$ cat config.mk
export PLATFORM = sky130hd
export DESIGN_NAME = split_animator
export DESIGN_NICKNAME = d
export VERILOG_FILES = /design/src/rtl/split_pkg.sv /design/src/rtl/half_physics.sv /design/src/rtl/split_animator.sv
export SDC_FILE = /design/constraint.sdc
export NUM_CORES = 1
export LEC_CHECK = 0
export CORE_MARGIN = 2
export CORE_UTILIZATION = 40
export DETAILED_ROUTE_END_ITERATION = 12
export SYNTH_ARGS = -nofsm -noshare
export SYNTH_HDL_FRONTEND = slang
export SYNTH_SLANG_ARGS = --single-unit
export TNS_END_PERCENT = 50
$ cat constraint.sdc
create_clock -name pixel_clk_in -period 8.3 [get_ports pixel_clk_in]
set_clock_uncertainty 0.1 [all_clocks]
set_input_delay 1.245 -clock pixel_clk_in [delete_from_list [all_inputs] [get_ports pixel_clk_in]]
set_output_delay 1.245 -clock pixel_clk_in [all_outputs]
set_load 0.03 [all_outputs]
$ cat src/rtl/split_pkg.sv
// Shared types and helpers for the split-veggie motion sequencer.
// Holds the FSM state type, the per-half motion record and the output clamps.
package split_pkg;

    typedef enum logic [1:0] {IDLE, WHOLE, SPLIT, GONE} state_t;

    typedef struct packed {
        logic signed [11:0] x;
        logic signed [11:0] y;
        logic signed [7:0]  vy;
    } half_t;

    function automatic logic off_screen(input half_t h, input int thresh);
        return $signed(h.y) >= thresh;
    endfunction

    function automatic logic [10:0] clamp_x(input logic signed [11:0] x);
        if (x < 0) return 11'd0;
        return x[10:0];
    endfunction

    function automatic logic [9:0] clamp_y(input logic signed [11:0] y);
        if (y < 0) return 10'd0;
        if (y > 12'sd1023) return 10'd1023;
        return y[9:0];
    endfunction

    // Symmetric saturation keeps -128 out so the velocity can always be negated.
    function automatic logic signed [7:0] sat_vy(input logic signed [9:0] v);
        if (v > 10'sd127) return 8'sd127;
        if (v < -10'sd127) return -8'sd127;
        return v[7:0];
    endfunction

endpackage

$ cat src/rtl/half_physics.sv
// Motion register for one sprite half: position plus vertical velocity.
// On upd it moves x by dx, y by the old vy, then adds gravity to vy.
module half_physics
    import split_pkg::*;
#(
    parameter int GRAVITY = 1
) (
    input  logic               clk,
    input  logic               rst,
    input  logic               load,
    input  half_t              init,
    input  logic               upd,
    input  logic signed [11:0] dx,
    output half_t              h
);

    logic signed [9:0] vy_sum;
    half_t             nxt;

    always_comb begin
        vy_sum = $signed({{2{h.vy[7]}}, h.vy}) + 10'(GRAVITY);
        nxt.x  = h.x + dx;
        nxt.y  = h.y + {{4{h.vy[7]}}, h.vy};
        nxt.vy = sat_vy(vy_sum);
    end

    always_ff @(posedge clk) begin
        if (rst)
            h <= '0;
        else if (load)
            h <= init;
        else if (upd)
            h <= nxt;
    end

endmodule

$ cat src/rtl/split_animator.sv
// Per-veggie sequencer: launch on a gravity arc, latch the slice, push the
// halves apart and retire the veggie when it falls off screen or times out.
module split_animator
    import split_pkg::*;
#(
    parameter int SCREEN_H         = 768,
    parameter int HEIGHT           = 256,
    parameter int GRAVITY          = 1,
    parameter int SEP_SPEED        = 2,
    parameter int MAX_SPLIT_FRAMES = 120
) (
    input  logic        pixel_clk_in,
    input  logic        rst_in,
    input  logic        frame_in,
    input  logic        spawn_in,
    input  logic [10:0] spawn_x_in,
    input  logic [9:0]  spawn_y_in,
    input  logic [7:0]  spawn_vy_in,
    input  logic        slice_in,
    input  logic [9:0]  slice_angle_in,
    output logic [10:0] top_x_out,
    output logic [10:0] bot_x_out,
    output logic [9:0]  top_y_out,
    output logic [9:0]  bot_y_out,
    output logic        split_out,
    output logic [9:0]  angle_out,
    output logic        busy_out,
    output logic        veggie_gone_out,
    output logic        missed_out
);

    localparam int                 OFF_Y = SCREEN_H + HEIGHT / 2;
    localparam int                 CW    = $clog2(MAX_SPLIT_FRAMES + 1);
    localparam logic signed [11:0] SEP   = 12'(SEP_SPEED);

    state_t             state, state_n;
    half_t              top_h, bot_h, init_h;
    logic [CW-1:0]      split_cnt;
    logic               load, upd, take_slice;
    logic signed [11:0] dx_top, dx_bot;

    assign init_h = '{x: {1'b0, spawn_x_in}, y: {2'b00, spawn_y_in}, vy: spawn_vy_in};

    always_comb begin
        state_n    = state;
        load       = 1'b0;
        upd        = 1'b0;
        take_slice = 1'b0;
        dx_top     = '0;
        dx_bot     = '0;
        case (state)
            IDLE: begin
                if (spawn_in) begin
                    load    = 1'b1;
                    state_n = WHOLE;
                end
            end
            WHOLE: begin
                // A slice arriving with a frame still moves the veggie as one piece.
                upd = frame_in;
                if (slice_in) begin
                    take_slice = 1'b1;
                    state_n    = SPLIT;
                end else if (!top_h.vy[7] && top_h.vy != '0 && off_screen(top_h, OFF_Y)) begin
                    state_n = GONE;
                end
            end
            SPLIT: begin
                upd    = frame_in;
                dx_top = -SEP;
                dx_bot = SEP;
                if (split_cnt >= CW'(MAX_SPLIT_FRAMES) ||
                    (off_screen(top_h, OFF_Y) && off_screen(bot_h, OFF_Y)))
                    state_n = GONE;
            end
            GONE:    state_n = IDLE;
            default: state_n = IDLE;
        endcase
    end

    always_ff @(posedge pixel_clk_in) begin
        if (rst_in) begin
            state           <= IDLE;
            split_cnt       <= '0;
            angle_out       <= '0;
            split_out       <= 1'b0;
            busy_out        <= 1'b0;
            veggie_gone_out <= 1'b0;
            missed_out      <= 1'b0;
        end else begin
            state <= state_n;
            if (take_slice) begin
                split_cnt <= '0;
                angle_out <= slice_angle_in;
            end else if (upd && state == SPLIT && split_cnt < CW'(MAX_SPLIT_FRAMES)) begin
                split_cnt <= split_cnt + 1'b1;
            end
            split_out       <= (state_n == SPLIT);
            busy_out        <= (state_n == WHOLE) || (state_n == SPLIT);
            veggie_gone_out <= (state_n == GONE);
            missed_out      <= (state_n == GONE) && (state == WHOLE);
        end
    end

    half_physics #(.GRAVITY(GRAVITY)) u_top (
        .clk  (pixel_clk_in),
        .rst  (rst_in),
        .load (load),
        .init (init_h),
        .upd  (upd),
        .dx   (dx_top),
        .h    (top_h)
    );

    half_physics #(.GRAVITY(GRAVITY)) u_bot (
        .clk  (pixel_clk_in),
        .rst  (rst_in),
        .load (load),
        .init (init_h),
        .upd  (upd),
        .dx   (dx_bot),
        .h    (bot_h)
    );

    assign top_x_out = clamp_x(top_h.x);
    assign bot_x_out = clamp_x(bot_h.x);
    assign top_y_out = clamp_y(top_h.y);
    assign bot_y_out = clamp_y(bot_h.y);

endmodule

==> flow_metrics.env <==
export IMPL_port_buffers=99
export IMPL_netSwitchingFraction_pct=45.13
export IMPL_syn_area_per_cell_sq_um=7.639
export IMPL_ys_ff_latch=86
export IMPL_synth_cell_types=60
export IMPL_tns_ns=0
export IMPL_final_hold_viol_count=0
export IMPL_cp_max_fo=18
export IMPL_wl_per_cell_um=16.46
export IMPL_fmax_ghz=0.2997
export IMPL_final_cell_mix="98 x clkdlybuf4s50_1, 93 x nor2_1, 93 x nand2_1, 86 x dfxtp_1, 71 x a21oi_1"
export IMPL_grt_pass1_vias=5352
export IMPL_syn_nets=835
export IMPL_drv_cap=0
export IMPL_holdCritPathClass="reg2reg"
export IMPL_drtPass1Iterations=5
export IMPL_whs_endpoint="angle_out[8]$_SDFFE_PP0P_"
export IMPL_place_congestion=0.8770
export IMPL_mostFrequentLayoutCell="clkdlybuf4s50_1"
export IMPL_antenna_found_initial=0
export IMPL_rr_worst_depth=11
export IMPL_cts_tree="done"
export IMPL_power_frac_seq_pct=27.4
export IMPL_r2r_start="state[0]$_SDFF_PP0_"
export IMPL_synth_top_cell_by_area="dfxtp_1"
export IMPL_clk_path_buf_depth=2
export IMPL_hpwlAfterDp_mm=12.07
export IMPL_cts_clk_slew_worst_paths_ns=0.07
export IMPL_ioPinCount=100
export IMPL_antenna_left=0
export IMPL_r2r_end="u_top.h[31]$_SDFFE_PP0P_"
export IMPL_grt_first_pass_wirelength_mm=26.94
export IMPL_fillCellCount=1339
export IMPL_vias=5689
export IMPL_syn_cell_area_sq_um=5668
export IMPL_wirelength_mm=16.61
export IMPL_cts_buffers=9
export IMPL_grt_start_max_net_pins=61
export IMPL_via_per_inst=5.638
export IMPL_initial_core_util_pct=40.83
export IMPL_switchingPower_uw=1112
export IMPL_power_frac_comb_pct=53.2
export IMPL_yosys_warnings=0
export IMPL_cts_sinks=86
export IMPL_max_slew_worst_pin_slew_ns=1.075
export IMPL_cts_htree_levels=3
export IMPL_finalCritPeriodShare_pct=40.20
export IMPL_rsz0062_at_grt="no"
export IMPL_drv_slew=0
export IMPL_yosysSeqAreaShare_pct=30.38
export IMPL_synth_enable_flop_cells=0
export IMPL_drc_errors=0
export IMPL_status="completed"
export IMPL_n_antenna_cell=0
export IMPL_grt_use_total_pct=22.51
export IMPL_power_uw=2464
export IMPL_syn_to_final_growth_pct=26.00
export IMPL_layout_drive_gt1_share_pct=3.981
export IMPL_gr_total_overflow=0
export IMPL_synthArstFlopShare_pct=0
export IMPL_root_buffer="clkbuf_16"
export IMPL_power_density_nw_per_um2=345.1
export IMPL_cp_slowest_cell="ha_1"
export IMPL_syn_inst=742
export IMPL_drt_iter0_drc=344
export IMPL_die_area_sq_um=15140
export IMPL_core_sq_um=13880
export IMPL_cp_data_arrival_time_ns=3.53
export IMPL_critical_path_startpoint="state[0]$_SDFF_PP0_"
export IMPL_vdd_drop_max_uv=139.0
export IMPL_final_nets=917
export IMPL_cp_data_required_time_ns=8.49
export IMPL_die_w_um=123.0
export IMPL_synthFlopType="dfxtp_1"
export IMPL_crit_type="reg2reg"
export IMPL_num_rows=43
export IMPL_slew_headroom_pct=26.45
export IMPL_internal_power_uw=1352
export IMPL_ctsResizeCount=0
export IMPL_hold_depth=2
export IMPL_post_cts_setup_buffers=0
export IMPL_hp_start="angle_out[8]$_SDFFE_PP0P_"
export IMPL_synth_area_leaders="dfxtp_1 30%, ha_1 10%, a21oi_1 6.3%"
export IMPL_clock_latency_ns=0.35
export IMPL_share_clk_of_total_power_pct=19.4
export IMPL_die_height_um=123.0
export IMPL_cp_start_kind="register"
export IMPL_cp_cell_sequence="inv_1 > ha_1 > ha_1 > inv_1 > fa_1 > nand2b_1 > a21oi_1 > nor4_1 > o31ai_1 > o21ai_0 > nand3_1"
export IMPL_leakagePower_uw=0.002779
export IMPL_hold_buffers=0
export IMPL_synth_top_area_share_pct=30.38
export IMPL_cpPeakStageDelay_ns=0.73
export IMPL_min_period_ns=3.336
export IMPL_setup_viol=0
export IMPL_r2r_slack_ns=4.96
export IMPL_crit_path_end_kind="register"
==> metrics by stage <==
stage	std cells	setup WS, ns	cell area (sq um)	util, %	hold WS, ns
floorplan	742	5.699	5668	-	0.3331
finish	1009	4.964	7142	51.45	0.3544
global route	1009	4.785	7142	51.45	0.3804
global placement	993	4.833	6795	48.95	0.3422
CTS	1009	5.043	7142	51.45	0.3576
detailed placement	993	4.800	6795	48.95	0.3480
==> how the worst max path moves through the flow <==
stage,slack (ns),cells past startpoint,to
floorplan,5.70,11,u_top.h[31]$_SDFFE_PP0P_
global placement,4.83,8,u_top.h[4]$_SDFFE_PP0P_
detailed placement,4.80,8,u_top.h[4]$_SDFFE_PP0P_
CTS,5.04,11,u_top.h[31]$_SDFFE_PP0P_
global route,4.78,11,u_top.h[31]$_SDFFE_PP0P_
finish,4.96,11,u_top.h[31]$_SDFFE_PP0P_
==> power by group through the flow <==
stage	combinational [uW]	sequential, uW	clock, uW
floorplan	902	648	0
global placement	1290	680	0
detailed placement	1300	680	0
CTS	1310	671	487
global route	1460	690	507
finish	1310	674	479
==> per-layer routing <==
layer | share of wire [%] | global-route usage (%) | wire, um | vias to the layer above
met4 | 1.4 | 6.108 | 228 | 0
met3 | 5.7 | 4.613 | 954 | 20
met5 | 0 | 0 | 0 | -
met1 | 47 | 30.55 | 7730 | 2663
li1 | - | - | - | 2825
met2 | 46 | 36.36 | 7694 | 181
==> layout make-up <==
class | count | area (sq um) | share of cell area (%)
Sequential cell | 86 | 1722 | 24.11
Timing Repair Buffer | 104 | 1023 | 14.33
Clock inverter | 7 | 121.4 | 1.699
Inverter | 13 | 48.80 | 0.6833
Clock buffer | 9 | 225.2 | 3.153
Multi-Input combinational cell | 610 | 3776 | 52.87
Tap cell | 180 | 225.2 | 3.153
==> cells by family after synthesis <==
logic type | count (synthesis) | synth area share (%)
AO/OA/AOI/OAI | 212 | 23.42
multiplexers | 5 | 0.9271
flip-flops | 86 | 30.38
buffers and inverters | 46 | 3.046
AND/OR/NAND/NOR | 314 | 26.38
XOR/XNOR | 30 | 4.636
adder cells (fa/ha/maj) | 49 | 11.21
==> state kept, by name (all words and copies together) (netlist names) <==
register / count
angle_out: 10
busy_out: 1
missed_out: 1
split_cnt: 7
split_out: 1
state: 2
u_bot.h: 32
u_top.h: 31
veggie_gone_out: 1
==> synth_stat cells (all sizes together) (4+ instances only) <==
master / number
a211oi: 7
o21ai: 48
nor2: 93
xor2: 19
o211ai: 8
nand4: 8
a31oi: 13
nand2: 94
xnor2: 11
clkbuf: 30
nand3: 18
a21boi: 4
nand2b: 6
a21oi: 71
nor3: 15
ha: 46
o21bai: 15
or3: 8
and3: 7
nor4: 6
o21a: 7
and2: 8
nor2b: 31
a21o: 8
or4: 5
dfxtp: 86
inv: 13
==> worst max-delay path: cells and delay by family, from the launching register on <==
family | cells | cell delay (ns)
compound gates | 3 | 0.81
fa+ha+maj | 3 | 1.43
buf+inv | 2 | 0.17
flops | 1 | 0.35
simple gates | 3 | 0.41
No activity file was read; power rests on OpenSTA's default activity.
